<file path="config.mk">
export PLATFORM = sky130hd
export DESIGN_NAME = fpnew_class_pipe_snax
export DESIGN_NICKNAME = d
export VERILOG_FILES = /design/src/rtl/fpnew_pkg_snax.sv /design/src/rtl/fpnew_pipe_reg_snax.sv /design/src/rtl/fpnew_class_pipe_snax.sv
export SDC_FILE = /design/constraint.sdc
export NUM_CORES = 1
export LEC_CHECK = 0
export ABC_AREA = 0
export CAP_MARGIN = 20
export CORE_MARGIN = 10
export CORE_UTILIZATION = 30
export CTS_BUF_LIST = sky130_fd_sc_hd__clkbuf_8
export DETAILED_ROUTE_END_ITERATION = 16
export GPL_TIMING_DRIVEN = 0
export PLACE_DENSITY = 0.85
export RECOVER_POWER = 25
export SYNTH_ARGS = -nofsm -noshare
export SYNTH_HDL_FRONTEND = slang
export SYNTH_HIERARCHICAL = 1
export SYNTH_SLANG_ARGS = --single-unit
</file>
<file path="constraint.sdc">
create_clock -name clk_i -period 1.1 [get_ports clk_i]
set_input_delay 0.22 -clock clk_i [delete_from_list [all_inputs] [get_ports clk_i]]
set_output_delay 0.22 -clock clk_i [all_outputs]
set_load 0.05 [all_outputs]
</file>
<file path="src/rtl/fpnew_pkg_snax.sv">
// Shared FP types for the SNAX FPU slice: formats, the classifier record,
// and the FCLASS mask bit positions.
package fpnew_pkg_snax;

  typedef enum logic [2:0] {
    FP32    = 3'd0,
    FP64    = 3'd1,
    FP16    = 3'd2,
    FP8     = 3'd3,
    FP16ALT = 3'd4
  } fp_format_e;

  typedef struct packed {
    logic is_normal;
    logic is_subnormal;
    logic is_zero;
    logic is_inf;
    logic is_nan;
    logic is_signalling;
    logic is_quiet;
    logic is_boxed;
  } fp_info_t;

  localparam int unsigned CLASS_BITS = 10;

  typedef enum logic [3:0] {
    CLS_NEG_INF     = 4'd0,
    CLS_NEG_NORM    = 4'd1,
    CLS_NEG_SUBNORM = 4'd2,
    CLS_NEG_ZERO    = 4'd3,
    CLS_POS_ZERO    = 4'd4,
    CLS_POS_SUBNORM = 4'd5,
    CLS_POS_NORM    = 4'd6,
    CLS_POS_INF     = 4'd7,
    CLS_SNAN        = 4'd8,
    CLS_QNAN        = 4'd9
  } classmask_e;

  function automatic int unsigned fp_width(fp_format_e fmt);
    case (fmt)
      FP64:          return 64;
      FP16, FP16ALT: return 16;
      FP8:           return 8;
      default:       return 32;
    endcase
  endfunction

endpackage

</file>
<file path="src/rtl/fpnew_pipe_reg_snax.sv">
// One valid/ready register stage with flush; ready looks through to the
// successor so a full chain still moves one entry per cycle.
module fpnew_pipe_reg_snax #(
  parameter int unsigned DataWidth = 1
) (
  input  logic                 clk_i,
  input  logic                 rst_i,
  input  logic                 flush_i,
  input  logic                 in_valid_i,
  output logic                 in_ready_o,
  input  logic [DataWidth-1:0] in_data_i,
  output logic                 out_valid_o,
  input  logic                 out_ready_i,
  output logic [DataWidth-1:0] out_data_o
);

  logic                 valid_q, valid_d;
  logic [DataWidth-1:0] data_q, data_d;

  assign in_ready_o = ~valid_q | out_ready_i;

  always_comb begin
    valid_d = valid_q;
    data_d  = data_q;
    if (flush_i) begin
      valid_d = 1'b0;
    end else if (in_ready_o) begin
      valid_d = in_valid_i;
      if (in_valid_i) data_d = in_data_i;
    end
  end

  always_ff @(posedge clk_i) begin
    if (rst_i) begin
      valid_q <= 1'b0;
      data_q  <= '0;
    end else begin
      valid_q <= valid_d;
      data_q  <= data_d;
    end
  end

  assign out_valid_o = valid_q;
  assign out_data_o  = data_q;

endmodule

</file>
<file path="src/rtl/fpnew_class_pipe_snax.sv">
// FCLASS mask generation from a classifier record, followed by a
// configurable valid/ready register pipeline carrying an opaque tag.
module fpnew_class_pipe_snax import fpnew_pkg_snax::*; #(
  parameter fp_format_e  FpFormat    = fpnew_pkg_snax::fp_format_e'(0),
  parameter int unsigned WIDTH       = fpnew_pkg_snax::fp_width(FpFormat),
  parameter int unsigned NumPipeRegs = 1,
  parameter int unsigned TagWidth    = 1
) (
  input  logic                  clk_i,
  input  logic                  rst_i,
  input  logic                  in_valid_i,
  output logic                  in_ready_o,
  input  logic [WIDTH-1:0]      operand_i,
  input  fp_info_t              info_i,
  input  logic [TagWidth-1:0]   tag_i,
  input  logic                  flush_i,
  output logic                  out_valid_o,
  input  logic                  out_ready_i,
  output logic [CLASS_BITS-1:0] class_o,
  output logic [TagWidth-1:0]   tag_o,
  output logic                  busy_o
);

  localparam int unsigned PayloadW = CLASS_BITS + TagWidth;

  logic                  sign;
  logic [CLASS_BITS-1:0] class_mask;

  assign sign = operand_i[WIDTH-1];

  // Unboxed operands arrive flagged as quiet NaN, so no extra term is needed.
  always_comb begin
    class_mask                  = '0;
    class_mask[CLS_NEG_INF]     = sign  & info_i.is_inf;
    class_mask[CLS_NEG_NORM]    = sign  & info_i.is_normal;
    class_mask[CLS_NEG_SUBNORM] = sign  & info_i.is_subnormal;
    class_mask[CLS_NEG_ZERO]    = sign  & info_i.is_zero;
    class_mask[CLS_POS_ZERO]    = ~sign & info_i.is_zero;
    class_mask[CLS_POS_SUBNORM] = ~sign & info_i.is_subnormal;
    class_mask[CLS_POS_NORM]    = ~sign & info_i.is_normal;
    class_mask[CLS_POS_INF]     = ~sign & info_i.is_inf;
    class_mask[CLS_SNAN]        = info_i.is_signalling;
    class_mask[CLS_QNAN]        = info_i.is_quiet;
  end

  logic unused_ok;
  assign unused_ok = ^{operand_i[WIDTH-2:0], info_i.is_nan, info_i.is_boxed,
                       clk_i, rst_i};

  if (NumPipeRegs == 0) begin : g_comb
    assign out_valid_o = in_valid_i & ~flush_i;
    assign in_ready_o  = out_ready_i & ~flush_i;
    assign class_o     = class_mask;
    assign tag_o       = tag_i;
    assign busy_o      = 1'b0;
  end else begin : g_pipe
    logic [NumPipeRegs:0] valid;
    logic [NumPipeRegs:0] ready;
    logic [PayloadW-1:0]  data [NumPipeRegs+1];

    assign valid[0]           = in_valid_i & ~flush_i;
    assign data[0]            = {class_mask, tag_i};
    assign ready[NumPipeRegs] = out_ready_i;

    for (genvar k = 0; k < NumPipeRegs; k++) begin : g_stage
      fpnew_pipe_reg_snax #(
        .DataWidth(PayloadW)
      ) i_stage (
        .clk_i      (clk_i),
        .rst_i      (rst_i),
        .flush_i    (flush_i),
        .in_valid_i (valid[k]),
        .in_ready_o (ready[k]),
        .in_data_i  (data[k]),
        .out_valid_o(valid[k+1]),
        .out_ready_i(ready[k+1]),
        .out_data_o (data[k+1])
      );
    end

    assign in_ready_o       = ready[0] & ~flush_i;
    assign out_valid_o      = valid[NumPipeRegs];
    assign {class_o, tag_o} = data[NumPipeRegs];
    assign busy_o           = |valid[NumPipeRegs:1];
  end

endmodule

</file>
==> impl_metrics.py, run 1 <==
metrics = {
    "status": {
        "outcome": "finished with violations",
        "violations": "negative setup slack",
    },
    "route": {
        "vias_per_cell": 4.35,
        "drc": 0,
        "vias": 553,
        "wl_per_cell_um": 13.4,
        "routed_wl_um": 1700,
        "detail_route.first_pass.iterations": 4,
        "first_iter_violations": 8,
        "drtAntennaViolNets": 0,
    },
    "pwr": {
        "p_switching_uw": 278,
        "p_sw_share_pct": 24.1,
        "ir_worst_vdd_uv": 599,
        "combPwrFrac_pct": 19.5,
        "p_int_uw": 873,
        "fin_total_pwr_mw": 1.15,
        "leakage_nw": 0.431,
        "p_seq_share_pct": 39.1,
        "power_density_nw_per_um2": 1130,
        "p_clk_share_pct": 41.4,
    },
    "min_path": {
        "hold_path_class": "reg2reg",
    },
    "worst_setup_path": {
        "end_kind": "flop",
        "cp.required_ps": 1270,
        "path_max_fanout": 5,
        "arrival_ps": 1460,
        "critical_path_class": "reg2reg",
        "start_kind": "flop",
    },
    "yosys": {
        "synth_area_per_cell_um2": 9.72,
        "synth-simple-area-share_pct": 38.8,
        "synth.area.mux_share_pct": 17.7,
        "synth_compound_area_share_pct": 0,
        "syn_area_um2": 622,
        "synth-adder-area-share_pct": 0,
        "ys_warn_count": 6,
        "postSynthNetCount": 110,
        "syn_inst": 64,
        "netlist-cell-type-count": 13,
        "ys_seq_elements": 12,
        "synth_top_family_by_area": "simple AND/OR/NAND/NOR gates",
        "synthXorXnorAreaFrac_pct": 0,
        "seq_area_frac_synth_pct": 38.6,
    },
    "sta": {
        "final_hold_viol_count": 0,
        "fin_crit_sh_pct": 118,
        "grt_setup_unrepaired": "true",
        "min_period_ps": 1290,
        "slew_viol_final": 0,
        "setup_viol": 14,
        "fin_skew_ps": 3.79,
        "fmax_mhz": 773,
        "worst_slack_ps": -193,
        "maxSlewHeadroom_pct": 79.8,
        "tightest_slew_ps": 303,
    },
    "grt": {
        "grt_usage_pct": 8.43,
        "grt_first_pass_wirelength_um": 2700,
        "grt.overflow.total": 0,
        "grt_pass1_vias": 523,
        "grt_max_degree": 11,
        "antenna_found_initial": 0,
    },
    "finish": {
        "syn_to_final_growth_pct": 63.8,
        "final_area_um2": 1020,
        "num-fill-cells": 179,
        "instances_no_fill": 127,
        "finalNetCount": 147,
        "layout-drive-gt1-share_pct": 35.0,
        "multiInputGateArea_um2": 374,
        "seqCellArea_um2": 244,
        "antenna_cells": 0,
    },
    "floorplan": {
        "dieArea_um2": 4290,
        "start_util_pct": 31.7,
        "die_y_um": 65.5,
        "num_rows": 16,
        "die_w_um": 65.5,
        "ioPinCount": 60,
        "core_region_area_um2": 1960,
    },
    "clock_network": {
        "clock_latency_ps": 240,
        "cts_root_buf": "clkbuf_8",
        "clock-sinks": 12,
        "cts_hold_buf": 0,
        "path_clk_slew_ps": 50,
        "clk_path_buf_depth": 2,
        "htreeDepth": 1,
        "numCtsBuffers": 3,
        "cts_tree": "yes",
    },
    "placed_design": {
        "hpwlAfterDp_um": 1190,
        "place_inst": 117,
        "portBuffers": 26,
        "place_area_um2": 927,
        "dpl_worst_slack_ps": -891,
        "place_congestion": 0.695,
    },
    "job": {
        "drv_cap": 0,
    },
}
cell usage in the layout, fill, tap and decap left out, drive strengths merged:
cell            n
nor2            1
clkdlybuf4s50   9
and2            4
nand2b         22
nor2b           7
clkbuf          7
nor3b           1
mux2i          11
dfxtp          12
dlygate4sd2     3
inv             1
buf            21
nor3            1
flip-flops by register name, indices dropped and copies added (netlist names):
name                                count
g_pipe.g_stage.i_stage/out_data_o      11
g_pipe.g_stage.i_stage/out_valid_o      1
area by class of cell:
class	count	area share [%]
flip-flops and latches	12	24.0
inverters	1	0.369
repair buffers	32	27.0
multi-input cells	47	36.7
clock buffers	4	5.41
plain buffers	4	3.19
well taps	27	3.32
worst max-delay path: stages (launching register included):
cell and delay [ps]:
dfxtp_4 330, nor2b_4 120, buf_6 110, nor3b_4 250, buf_6 180, mux2i_2 210
power by group through the flow:
stage	Combinational (mW)	Clock, mW	Sequential (mW)
finish	0.224	0.477	0.450
global route	0.238	0.503	0.451
CTS	0.211	0.478	0.450
detailed placement	0.212	0	0.459
global placement	0.208	0	0.459
floorplan	0.0816	0	0.497
logic make-up (layout without fill, tap and decap cells):
kind of cell	after synthesis	after routing
AND/OR/NAND/NOR	36	36
flip-flops	12	12
multiplexers	11	11
buffers and inverters	5	41
path summary, 6_finish.rpt:
check | depth (start not counted) | to | slack [ps] | startpoint
worst max register to register | 5 | g_pipe.g_stage[0].i_stage/out_data_o[3] | -190 | g_pipe.g_stage[0].i_stage/out_valid_o
worst max-delay path | 5 | g_pipe.g_stage[0].i_stage/out_data_o[3] | -190 | g_pipe.g_stage[0].i_stage/out_valid_o
worst min register to register | 2 | g_pipe.g_stage[0].i_stage/out_data_o[8] | 470 | g_pipe.g_stage[0].i_stage/out_data_o[8]
worst min-delay path | 2 | g_pipe.g_stage[0].i_stage/out_data_o[8] | 470 | g_pipe.g_stage[0].i_stage/out_data_o[8]
stage by stage:
step                utilization, %  TNS [ps]  hold slack (ps)
finish                        51.9     -2050              471
global route                  51.9     -2750              498
CTS                           49.0     -2060              477
detailed placement            47.3    -10370              470
global placement              47.3    -10080              458
floorplan                        -      -563              289
Yosys cell counts, drive strengths merged:
library cell	count	share of area, %
inv	1	0.60
nor2	1	0.60
mux2i	11	18
buf	2	3.0
and2	4	4.0
nor3	1	0.80
nor2b	7	8.2
nand2b	22	22
nor3b	1	3.0
dfxtp	12	39
clkbuf	2	1.2
per-layer routing:
layer / track usage, % / share of wire (%) / up-vias
met5: 0 / 0 / -
met4: 6.42 / 2.8 / 0
met3: 4.07 / 7.8 / 5
met2: 12.9 / 48 / 20
met1: 8.73 / 41 / 254
li1: - / - / 274
timing repair:
item	CTS	global route
endpoints found under the setup margin	25	16
pin swaps	1	1
resized for setup	84	11
gates cloned	1	0
buffers inserted	2	3
No activity file was read; power rests on OpenSTA's default activity.
==> run 2: changes to the inputs <==
Settings changed: GPL_TIMING_DRIVEN 0 to default, SETUP_SLACK_MARGIN from default to 0.05.
==> run 2 against run 1 <==
Net effect: the flow still finishes with violations (negative setup slack); critical path depth unchanged; design area up 17%; power up 4.2%; largest cell class is now buffers.
==> impl_metrics.py, run 2 (synthesis gave the netlist of run 1 again) <==
metrics = {
    "finish": {
        "syn_to_final_growth_pct": 91.8,
        "layout-drive-gt1-share_pct": 32.0,
        "final_cell_mix": "nand2b_1, buf_12, dfxtp_1",
        "largest_reg_flops": 11,
        "finalNetCount": 144,
        "antenna_cells": 0,
        "final_area_um2": 1190,
        "final_common_cell": "nand2b_1",
        "num-fill-cells": 153,
    },
    "sta": {
        "setup_viol": 14,
        "grt_setup_unrepaired": "true",
        "fin_crit_sh_pct": 118,
        "tightest_slew_ps": 250,
        "fmax_mhz": 772,
        "maxSlewHeadroom_pct": 83.3,
        "min_period_ps": 1300,
        "slew_viol_final": 0,
        "fin_setup_tns_ps": -2030,
        "hold_ws_ps": 485,
        "worst_slack_ps": -195,
        "fin_skew_ps": 5.51,
        "final_hold_viol_count": 0,
    },
    "worst_setup_path": {
        "cp_top_family": "simple AND/OR/NAND/NOR gates",
        "crit_buf_inv": 2,
        "slowest_delay_ps": 340,
        "end_kind": "flop",
        "cp.required_ps": 1260,
        "start_kind": "flop",
        "cp_slowest_cell": "dfxtp_4",
        "reg2reg_from": "g_pipe.g_stage[0].i_stage/out_valid_o",
        "path_max_fanout": 6,
        "path_cells": "nor2b_4 -> buf_12 -> nor3b_4 -> buf_6 -> mux2i_2",
        "arrival_ps": 1460,
        "critPathLaunch": "g_pipe.g_stage[0].i_stage/out_valid_o",
        "critical_path_class": "reg2reg",
    },
    "grt": {
        "antenna_found_initial": 0,
        "grt.overflow.total": 0,
        "grt_pass1_vias": 561,
        "grt_max_degree": 24,
        "grt_usage_pct": 8.66,
        "grt_first_pass_wirelength_um": 2820,
    },
    "floorplan": {
        "ioPinCount": 60,
        "die_w_um": 65.5,
        "num_rows": 16,
        "dieArea_um2": 4290,
        "core_region_area_um2": 1960,
        "start_util_pct": 31.7,
        "die_y_um": 65.5,
    },
    "route": {
        "wl_met1_um": 755,
        "drtAntennaViolNets": 0,
        "wl_per_cell_um": 14.1,
        "wl_met2_um": 893,
        "vias_per_cell": 4.23,
        "first_iter_violations": 15,
        "vias": 524,
        "drc": 0,
        "detail_route.first_pass.iterations": 4,
        "dr_wl_met3_um": 84,
        "highest_layer": "met4",
        "routed_wl_um": 1750,
    },
    "status": {
        "outcome": "finished with violations",
        "violations": "negative setup slack",
    },
    "clock_network": {
        "clock_latency_ps": 240,
        "path_clk_slew_ps": 60,
        "numCtsBuffers": 3,
        "htreeDepth": 1,
        "clock-sinks": 12,
        "cts_root_buf": "clkbuf_8",
        "cts_tree": "yes",
        "clk_path_buf_depth": 2,
        "cts_hold_buf": 0,
    },
    "job": {
        "drv_cap": 0,
    },
    "pwr": {
        "p_switching_uw": 289,
        "ir_worst_vdd_uv": 695,
        "leakage_nw": 0.455,
        "p_sw_share_pct": 24.1,
        "p_int_uw": 910,
        "p_seq_share_pct": 38.0,
        "p_clk_share_pct": 40.1,
        "power_density_nw_per_um2": 1010,
        "combPwrFrac_pct": 21.9,
    },
    "placed_design": {
        "portBuffers": 26,
        "place_area_um2": 1100,
        "place_congestion": 0.653,
    },
    "min_path": {
        "hold_path_class": "in2reg",
        "min_from": "flush_i",
    },
}
run 2: cell count changes in the layout (fill, tap and decap cells not counted), moves of 2 or more:
cell,previous run,this run
clkbuf_2,2,0
buf_2,10,0
buf_12,0,16
buf_8,3,0
buf_6,5,3
run 2: worst reg2reg max path, cell delays in order, from the launching register on:
cell,delay [ps]
dfxtp_4,340
nor2b_4,130
buf_12,120
nor3b_4,230
buf_6,170
mux2i_2,220
run 2: path summary, 6_finish.rpt:
| check | to | slack [ps] | cells after the start |
|---|---|---|---|
| max reg2reg | g_pipe.g_stage[0].i_stage/out_data_o[5] | -200 | 5 |
| min reg2reg | g_pipe.g_stage[0].i_stage/out_data_o[6] | 510 | 2 |
| max | g_pipe.g_stage[0].i_stage/out_data_o[5] | -200 | 5 |
| min | g_pipe.g_stage[0].i_stage/out_valid_o | 480 | 4 |
run 2: layout make-up:
cell class                      instances  area (um2)  area share (%)
Tap cell                               27        33.8            2.83
Sequential cell                        12         244            20.5
Multi-Input combinational cell         47         370            31.1
Clock buffer                            4        55.1            4.62
Timing Repair Buffer                   33         485            40.7
Inverter                                1        3.75           0.315
run 2: what timing repair did:
item                       4_1_cts  5_1_grt
buffers inserted                 4        1
pin swaps                        0        1
resized for setup                7        4
gates cloned                     1        0
setup endpoints to repair       14       14
run 2: metrics by stage:
stage	utilization, %	power [mW]	instances	setup WS (ps)
after global routing	60.8	1.24	124	-251
after CTS	62.6	1.22	126	-203
after detailed placement	55.9	0.723	117	-512
after floorplan	-	0.579	64	-55.3
final	60.8	1.20	124	-195
after global placement	55.9	0.715	117	-396
run 2: per-layer routing:
layer	track usage (%)	up-vias
met5	0	-
met4	4.01	0
met3	3.22	2
met2	14.3	17
met1	9.65	238
li1	-	267
run 2: power groups by stage:
stage	logic [mW]	clock network, mW	registers [mW]
2_1_floorplan	0.0816	0	0.497
3_3_place_gp	0.251	0	0.464
3_5_place_dp	0.258	0	0.465
4_1_cts	0.277	0.486	0.456
5_1_grt	0.278	0.508	0.456
6_report	0.262	0.481	0.456
